## config.mk

```make
export PLATFORM = sky130hd
export DESIGN_NAME = seven_segment_reader
export DESIGN_NICKNAME = d
export VERILOG_FILES = /design/src/rtl/seven_segment_reader.sv
export SDC_FILE = /design/constraint.sdc
export NUM_CORES = 1
export LEC_CHECK = 0
export CORE_MARGIN = 4
export CORE_UTILIZATION = 45
export CTS_CLUSTER_SIZE = 14
export DETAILED_ROUTE_END_ITERATION = 16
export PLACE_DENSITY = 0.68
export SKIP_LAST_GASP = 1
export SYNTH_ARGS = -nofsm -noshare
export SYNTH_HDL_FRONTEND = slang
export SYNTH_SLANG_ARGS = --single-unit
```

## constraint.sdc

```tcl
create_clock -name clk -period 5.4 [get_ports clk]
set_input_delay 0.81 -clock clk [delete_from_list [all_inputs] [get_ports clk]]
set_output_delay 0.81 -clock clk [all_outputs]
set_load 0.05 [all_outputs]
```

## src/rtl/seven_segment_reader.sv

```systemverilog
// Captures a multiplexed active-low 7-segment display into per-digit hex nibbles.
// Capture fires 2+STABLE_CYCLES cycles after the pins settle; there is no backpressure.
module seven_segment_reader #(
   parameter int DIGITS        = 4,
   parameter int STABLE_CYCLES = 4
) (
   input  logic                  clk,
   input  logic                  rst,
   input  logic [6:0]            i_seg,
   input  logic [DIGITS-1:0]     i_dig,
   output logic [4*DIGITS-1:0]   o_data,
   output logic [DIGITS-1:0]     o_valid,
   output logic                  o_update,
   output logic [2:0]            o_index,
   output logic                  o_error
);

   localparam int PW = 7 + DIGITS;

   logic [PW-1:0] sync1;
   logic [PW-1:0] sync2;
   logic [PW-1:0] prev;
   logic [7:0]    count;

   logic          same;
   logic          one_hot;
   logic [2:0]    dig_idx;
   logic          hit;
   logic [3:0]    nibble;
   logic          blank;
   logic          capture;

   always_comb begin
      hit    = 1'b1;
      nibble = 4'h0;
      case (sync2[PW-1:DIGITS])
         7'b0000001: nibble = 4'h0;
         7'b1001111: nibble = 4'h1;
         7'b0010010: nibble = 4'h2;
         7'b0000110: nibble = 4'h3;
         7'b1001100: nibble = 4'h4;
         7'b0100100: nibble = 4'h5;
         7'b0100000: nibble = 4'h6;
         7'b0001111: nibble = 4'h7;
         7'b0000000: nibble = 4'h8;
         7'b0000100: nibble = 4'h9;
         7'b0001000: nibble = 4'hA;
         7'b1100000: nibble = 4'hB;
         7'b0110001: nibble = 4'hC;
         7'b1000010: nibble = 4'hD;
         7'b0110000: nibble = 4'hE;
         7'b0111000: nibble = 4'hF;
         default:    hit    = 1'b0;
      endcase
   end

   always_comb begin
      dig_idx = 3'd0;
      for (int k = 0; k < DIGITS; k++) begin
         if (!sync2[k]) dig_idx = 3'(k);
      end
   end

   assign same    = (sync2 == prev);
   assign one_hot = $onehot(~sync2[DIGITS-1:0]);
   assign blank   = (sync2[PW-1:DIGITS] == 7'h7F);
   // Fires only on the transition into saturation, so a held pattern captures once.
   assign capture = same && (count == 8'(STABLE_CYCLES - 1)) && one_hot;

   always_ff @(posedge clk) begin
      if (rst) begin
         sync1    <= '1;
         sync2    <= '1;
         prev     <= '1;
         count    <= 8'd0;
         o_data   <= '0;
         o_valid  <= '0;
         o_update <= 1'b0;
         o_index  <= 3'd0;
         o_error  <= 1'b0;
      end else begin
         sync1    <= {i_seg, i_dig};
         sync2    <= sync1;
         prev     <= sync2;
         o_update <= 1'b0;
         o_error  <= 1'b0;
         if (!same) begin
            count <= 8'd0;
         end else if (count != 8'(STABLE_CYCLES)) begin
            count <= count + 8'd1;
         end
         if (capture) begin
            o_update <= 1'b1;
            o_index  <= dig_idx;
            o_error  <= !hit && !blank;
            for (int k = 0; k < DIGITS; k++) begin
               if (k == int'(dig_idx)) begin
                  o_data[4*k +: 4] <= hit ? nibble : 4'h0;
                  o_valid[k]       <= hit;
               end
            end
         end
      end
   end

endmodule

```

## Word-level counts from Yosys, hierarchy flattened

Cells that the tools add are included.

| cells by class | value |
|---|---|
| reductions and logical operators | 14 |
| add/sub/neg operators | 4 |
| equal/unequal tests | 23 |
| divide/modulo/power cells | 0 |
| order comparisons | 0 |
| multipliers | 0 |
| bitwise logic cells | 3 |
| shift-type cells | 0 |
| mux-type cells | 7 |

Operators by type and width:

| kind | count |
|---|---|
| one-hot mux 4 bit (15 select lines) | 1 |
| == test 7 x 6 -> 1 bit (second input constant) | 5 |
| == test 7 bit (second input constant) | 5 |
| OR reduction 16 bit | 1 |
| == test 7 x 3 -> 1 bit (second input constant) | 2 |
| == test 7 x 4 -> 1 bit (second input constant) | 2 |
| == test 11 bit | 1 |
| adder 8 x 1 -> 8 bit (second input constant) | 1 |
| == test 8 x 2 -> 1 bit (second input constant) | 1 |
| != test 8 x 3 -> 1 bit (second input constant) | 1 |
| AND reduction 2 bit | 4 |
| == test 7 x 1 -> 1 bit (second input constant) | 1 |
| == test 7 x 5 -> 1 bit (second input constant) | 1 |
| zero test 7 bit | 1 |
| == test 3 bit (first input constant) | 2 |
| two-way mux 3 bit | 2 |
| adder 1 x 1 -> 2 bit | 2 |
| two-way mux 4 bit | 1 |
| inverter 4 bit | 1 |
| OR reduction 2 bit | 2 |
| adder 2 x 2 -> 3 bit | 1 |
| == test 2 x 3 -> 1 bit (first input constant) | 1 |
| == test 3 x 1 -> 1 bit (second input constant) | 1 |
| logical AND 1 bit | 3 |
| 4 further kinds | 8 |

| storage, ports and cells | value |
|---|---|
| input bits | 13 |
| flip-flop bits (word level) | 66 |
| latch bits | 0 |
| memory bits (writable) | 0 |
| logic and storage cells | 66 |
| ROM bits | 0 |
| memories kept | 0 |
| output and inout bits | 25 |

## Depth between registers and ports, before layout

Gate-level depths: netlist of run 1.

| depth | value |
|---|---|
| depth after elaboration | 7 |
| depth in mapped cells | 11 |
| depth with buffers taken out | 9 |

## Worst setup path before layout of run 1

No wires, ideal clock.

| timing | value |
|---|---|
| path kind | flip-flop to flip-flop |
| start | reg sync2[1] |
| end | reg o_data[1] |
| path buffers | 2 |
| data required time | 5.328 ns |
| period minus slack after synthesis | 3.163 ns |
| cell stages (with the launch flop) | 12 |
| path slack | 2.237 ns |
| library setup time | 0.072 ns |
| arrival | 3.092 ns |
| cells stage by stage | dfxtp_1 fa_1 inv_1 ha_1 ha_1 or4bb_1 or4_4 buf_6 nor4_4 and3_1 buf_2 mux2i_1 |

| between the ends | value |
|---|---|
| longest elaborated chain between the ends | 6 |
| elaborated cells on any way between the ends | 12 |
| those cells by class | add/sub: 2; eq/ne: 2; mux: 3; bitwise: 1; reduce/logical: 4 |

Ends and longest elaborated chain:

| what | line | source |
|---|---|---|
| start, declared | 21 | `logic [PW-1:0] sync2;` |
| start signal, assigned | 83 | `sync2 <= sync1;` |
| inverter 4 bit | 65 | `assign one_hot = $onehot(~sync2[DIGITS-1:0]);` |
| adder 1 x 1 -> 2 bit | 65 |  |
| adder 2 x 2 -> 3 bit | 65 |  |
| == test 3 x 1 -> 1 bit | 65 |  |
| logical AND 1 bit | 68 | `assign capture = same && (count == 8'(STABLE_CYCLES - 1)) && one_hot;` |
| AND reduction 2 bit (no source line) * | -- |  |
| end signal, assigned by index | 98 | `o_data[4*k +: 4] <= hit ? nibble : 4'h0;` |
| end, declared | 11 | `output logic [4*DIGITS-1:0] o_data,` |

Every way passes the cells marked *; elsewhere a longest branch is shown, timed or not.
A chain may end at the register's enable or synchronous reset.

## Worst setup path after layout of run 1

| timing | value |
|---|---|
| start | reg sync2[1] |
| end | reg o_data[15] |

The elaborated chain is that of the path after synthesis.

==> flow_summary.toml, run 1 <==
[status]
run_status = "finished, final reports clean"

[timing]
setup_violations = 0
final.period_utilization = 0.615
finalWorstSetupSlack_ps = 2080
rsz0062_at_grt = "no"
hold_viol = 0
fin_crit_ps = 3320
relSlewSlack = 0.495
fin_skew_ps = 8.04
setup_tns_ps = 0
worst_slew_pin_slew_ps = 752
maxSlewViolCount = 0
max_freq_ghz = 0.301

[floorplan]
dieArea_sq_um = 7660
ios = 38
fp.dieH_um = 87.5
rows = 28
fp.dieW_um = 87.5
core_area_sq_um = 6030
start_util = 0.472

[clock_tree]
insertion_delay_ps = 320
clkTransAtPathRegs_ps = 60
cts.sinks = 65
clock-root-buffer = "clkbuf_8"
max-clock-path-buffers = 2
cts_buffers = 9
hold_buffers = 0
post-cts-setup-buffers = 0
cts-resized-gates = 0
cts-htree-levels = 3
cts_tree = "built"

[drt]
vias = 2014
drc_errors = 0
drtAntennaViolNets = 0
dr.pass1.iters = 5
wirelength_um = 5150
drt_iter0_markers = 82
via_per_inst = 5.16
wl_per_cell_um = 13.2

[synthesis]
syn_area_per_cell_sq_um = 9.95
synth_seq_cells = 65
ys.flop_type = "dfxtp_1"
synth_area_sq_um = 2850
ys_warn_count = 0
synthTopCellsByArea = "dfxtp_1, or2_2, mux2i_1, xnor2_1, nand2b_1"
synth_xor_area_frac = 0.0615
ys_types = 49
synth_top_family_by_area = "simple AND/OR/NAND/NOR gates"
synth_top_cell_by_area = "dfxtp_1"
synth_fa_ha_area_frac = 0.0246
async_flop_share = 0
synth-compound-area-share = 0.0620
ys_top_cells_by_count = "dfxtp_1, or2_2, nor2_1"
synthesis.instances = 286
synth_nets = 304
synthMuxAreaShare = 0.0563
synth.most_common_cell = "dfxtp_1"
ys_seq_area_frac = 0.457
synth_edf_count = 0
synth_top_area_frac = 0.457
synthSimpleGateAreaFrac = 0.291

[power]
swShare = 0.229
leakagePower_nw = 1.23
combPwrFrac = 0.069
p_total_mw = 0.874
pwr_density_cell_nw_per_um2 = 262
switchingPower_mw = 0.200
peakVddDrop_mv = 0.193
seq_power_share = 0.574
pwr-share-clk = 0.356
p_int_mw = 0.675

[global_route]
antenna_found_initial = 0
grt_max_degree = 61
grt_pass1_vias = 1740
grt_pass1_wl_um = 8490
grt_usage = 0.142
overflow = 0

[worst_setup_path]
worstPathRequired_ps = 5600
arrival_ps = 3520
cp-end-kind = "flop"
critPathMaxFanout = 8
worstSetupStartpointType = "flop"
path_class = "flop to flop"

[finish]
antenna_cells = 0
drive_above_1_share = 0.178
syn_to_final_growth_pct = 17.2
nNetsFinal = 332

[place]
io_buffers = 36
dp_hpwl_um = 3600
post-place-ws_ps = 2060
place_congestion = 0.795

[hold_path]
hold_class = "flop to flop"

[job]
maxCapViolations = 0
## state kept, by name, summed over array words and instances (netlist names)
signal    flops
o_data       16
prev         11
sync1        11
sync2        11
count         8
o_valid       4
o_index       2
o_error       1
o_update      1
## cell usage in the layout, fill, tap and decap left out, drive strengths merged, types with 3 or more instances in the layout
| cell type | n |
|---|---|
| mux2i | 16 |
| nand2 | 3 |
| nand4 | 7 |
| nor4 | 5 |
| inv | 6 |
| clkdlybuf4s50 | 36 |
| nor2 | 22 |
| and3 | 6 |
| ha | 4 |
| a211oi | 8 |
| xnor2 | 15 |
| xor2 | 5 |
| o21ai | 5 |
| or4 | 4 |
| and3b | 3 |
| nor3 | 4 |
| nand2b | 14 |
| nand3 | 12 |
| or2 | 34 |
| dfxtp | 65 |
| clkbuf | 10 |
| a21oi | 3 |
## layout make-up
cell class	instances	area, sq um
Multi-Input combinational cell	195	1410
Tap cell	75	93.8
Clock inverter	2	10.0
Fill cell	563	2690
Clock buffer	10	128
Timing Repair Buffer	37	368
Sequential cell	65	1300
Inverter	6	22.5
## worst paths after layout
kind | cells after the start | slack [ps] | from | end
worst max register to register | 9 | 2080 | sync2[1] | o_data[15]
worst min-delay path | 1 | 400 | sync1[6] | sync2[6]
worst max-delay path | 9 | 2080 | sync2[1] | o_data[15]
worst min register to register | 1 | 400 | sync1[6] | sync2[6]
## per-stage QoR
| stage | cells | hold WS [ps] | instance area, sq um | util |
|---|---|---|---|---|
| after floorplan | 286 | 389 | 2850 | - |
| after global placement | 378 | 391 | 3200 | 0.531 |
| after detailed placement | 378 | 392 | 3200 | 0.531 |
| after CTS | 390 | 404 | 3340 | 0.554 |
| after global routing | 390 | 414 | 3340 | 0.554 |
| final | 390 | 401 | 3340 | 0.554 |
## per-layer routing
layer | vias to the layer above | part of all wire | GRT usage
met3 | 6 | 0.053 | 0.0339
met5 | - | 0 | 0
li1 | 1028 | - | -
met1 | 929 | 0.49 | 0.198
met2 | 51 | 0.44 | 0.208
met4 | 0 | 0.014 | 0.0669
## power by group through the flow
stage          Combinational [mW]  Clock, mW  Sequential [mW]
4_1_cts                    0.0613      0.324            0.502
3_3_place_gp               0.0607          0            0.512
3_5_place_dp               0.0611          0            0.513
6_report                   0.0604      0.312            0.502
2_1_floorplan              0.0533          0            0.505
5_1_grt                    0.0663      0.347            0.504
## worst max-delay path, stage by stage, from the launching register on
cell	delay (ps)
dfxtp_1	380
fa_1	520
inv_1	40
ha_1	170
ha_1	260
or4bb_1	480
or4_4	510
nor4_4	540
mux2i_1	240
nor2_1	60
## cells by family after synthesis
| group | Yosys count |
|---|---|
| AOI/OAI and AO/OA | 26 |
| muxes | 16 |
| and+or+nand+nor | 127 |
| adders and majority gates | 5 |
| DFF | 65 |
| buffers and inverters | 26 |
| other | 1 |
| xor gates and xnor gates | 20 |
(Power assumes the default switching activity.)
==> inputs of run 2 (changes only) <==
--- a/config.mk
+++ b/config.mk
@@ -9,7 +9,7 @@
 export CORE_UTILIZATION = 45
 export CTS_CLUSTER_SIZE = 14
 export DETAILED_ROUTE_END_ITERATION = 16
-export PLACE_DENSITY = 0.68
+export PLACE_DENSITY = 0.71
 export SKIP_LAST_GASP = 1
 export SYNTH_ARGS = -nofsm -noshare
 export SYNTH_HDL_FRONTEND = slang
==> constraint.sdc (replaced) <==
create_clock -name clk -period 2.7 [get_ports clk]
set_input_delay 0.405 -clock clk [delete_from_list [all_inputs] [get_ports clk]]
set_output_delay 0.405 -clock clk [all_outputs]
set_load 0.05 [all_outputs]
==> run 2 against run 1 <==
Compared with the run above: the flow now finishes with violations (negative setup slack); design area increased by 6.5%; routed wire length is 2.2% higher; first-iteration DRC count grew 8.5%; setup slack lost 2400 ps; fmax rose by 8.8%; largest cell class unchanged.
==> flow_summary.toml, run 2 (synthesis results as in run 1) <==
[drt]
wl_per_cell_um = 12.9
dr.pass1.iters = 4
vias = 2071
wirelength_um = 5260
drtAntennaViolNets = 0
drc_errors = 0
via_per_inst = 5.08
drt_iter0_markers = 89

[clock_tree]
cts.sinks = 65
cts_tree = "built"
cts_buffers = 9
hold_buffers = 0
cts-htree-levels = 3
insertion_delay_ps = 330
max-clock-path-buffers = 2
clkTransAtPathRegs_ps = 60
clock-root-buffer = "clkbuf_8"

[place]
post-place-ws_ps = -432
place_congestion = 0.804
io_buffers = 36
dp_hpwl_um = 3690

[timing]
final.period_utilization = 1.13
worst_slew_pin_slew_ps = 587
fin_crit_ps = 3050
rsz0062_at_grt = "yes"
finalWorstSetupSlack_ps = -352
fin_skew_ps = 7.08
setup_tns_ps = -6090
hold_viol = 0
relSlewSlack = 0.608
maxSlewViolCount = 0
max_freq_ghz = 0.328
timing.hold.ws_ps = 406
setup_violations = 23

[finish]
drive_above_1_share = 0.261
antenna_cells = 0
layout_common_cells = "dfxtp_1, clkdlybuf4s50_1, or2_2"
largest_register_ffs = 16
fillers = 535
syn_to_final_growth_pct = 24.9
top_register = "o_data"
nNetsFinal = 347
final_common_cell = "dfxtp_1"
fin_util = 0.590

[worst_setup_path]
critPathMaxFanout = 5
path_class = "flop to flop"
worstPathRequired_ps = 2950
cp-end-kind = "flop"
worstSetupStartpointType = "flop"
worstRegToRegCells = 9
arrival_ps = 3300

[hold_path]
hold_class = "flop to flop"
hold_path_depth = 1

[job]
maxCapViolations = 0

[floorplan]
start_util = 0.472
fp.dieW_um = 87.5
ios = 38
core_area_sq_um = 6030
fp.dieH_um = 87.5
dieArea_sq_um = 7660
rows = 28

[power]
leakagePower_nw = 1.31
peakVddDrop_mv = 0.360
p_total_mw = 1.82
pwr_density_cell_nw_per_um2 = 513

[global_route]
antenna_found_initial = 0
grt_max_degree = 60
grt_usage = 0.148
grt_pass1_wl_um = 8850
overflow = 0
grt_pass1_vias = 1882

[status]
failed_checks = "negative setup slack"
run_status = "finished, violations left"
==> run 2: layer usage <==
metal | track usage | vias up | wire length [um]
li1 | - | 1065 | -
met4 | 0.0711 | 0 | 81
met5 | 0 | - | 0
met1 | 0.198 | 941 | 2450
met2 | 0.221 | 56 | 2410
met3 | 0.0395 | 9 | 310
==> run 2: report_power, final <==
group | switching, mW | leakage, nW | internal (mW)
clock | 0.341 | 0.0887 | 0.347
sequential | 0.0208 | 0.530 | 0.980
combinational | 0.0681 | 0.694 | 0.0675
==> run 2: worst max-delay path: stages, from the launching register on <==
cell,delay (ps)
dfxtp_2,330
fa_1,530
inv_1,40
ha_2,170
ha_4,200
or4bb_1,460
or4_4,510
nor4_4,230
and3_4,280
mux2i_1,220
==> run 2: final timing paths <==
path                                 from         to  slack [ps]
worst max register to register   sync2[0]  o_data[2]        -350
worst max-delay path             sync2[0]  o_data[2]        -350
worst min-delay path            sync1[10]  sync2[10]         410
worst min register to register  sync1[10]  sync2[10]         410
==> run 2: final cells by class <==
class                           count  area (sq um)  share of cell area
Timing Repair Buffer               52           488               0.137
Clock inverter                      4          20.0             0.00563
Tap cell                           75          93.8              0.0264
Multi-Input combinational cell    195          1490               0.418
Sequential cell                    65          1300               0.367
Clock buffer                       11           141              0.0398
Inverter                            6          22.5             0.00634
==> run 2: timing repair <==
item	CTS	global route
pin swaps	1	5
setup buffers	1	2
gates resized for setup	5	10
endpoints found under the setup margin	24	24
==> run 2: metrics by stage <==
step	instances	area (sq um)
2_1_floorplan	286	2850
3_3_place_gp	390	3290
3_5_place_dp	390	3290
4_1_cts	406	3490
5_1_grt	408	3550
6_report	408	3550
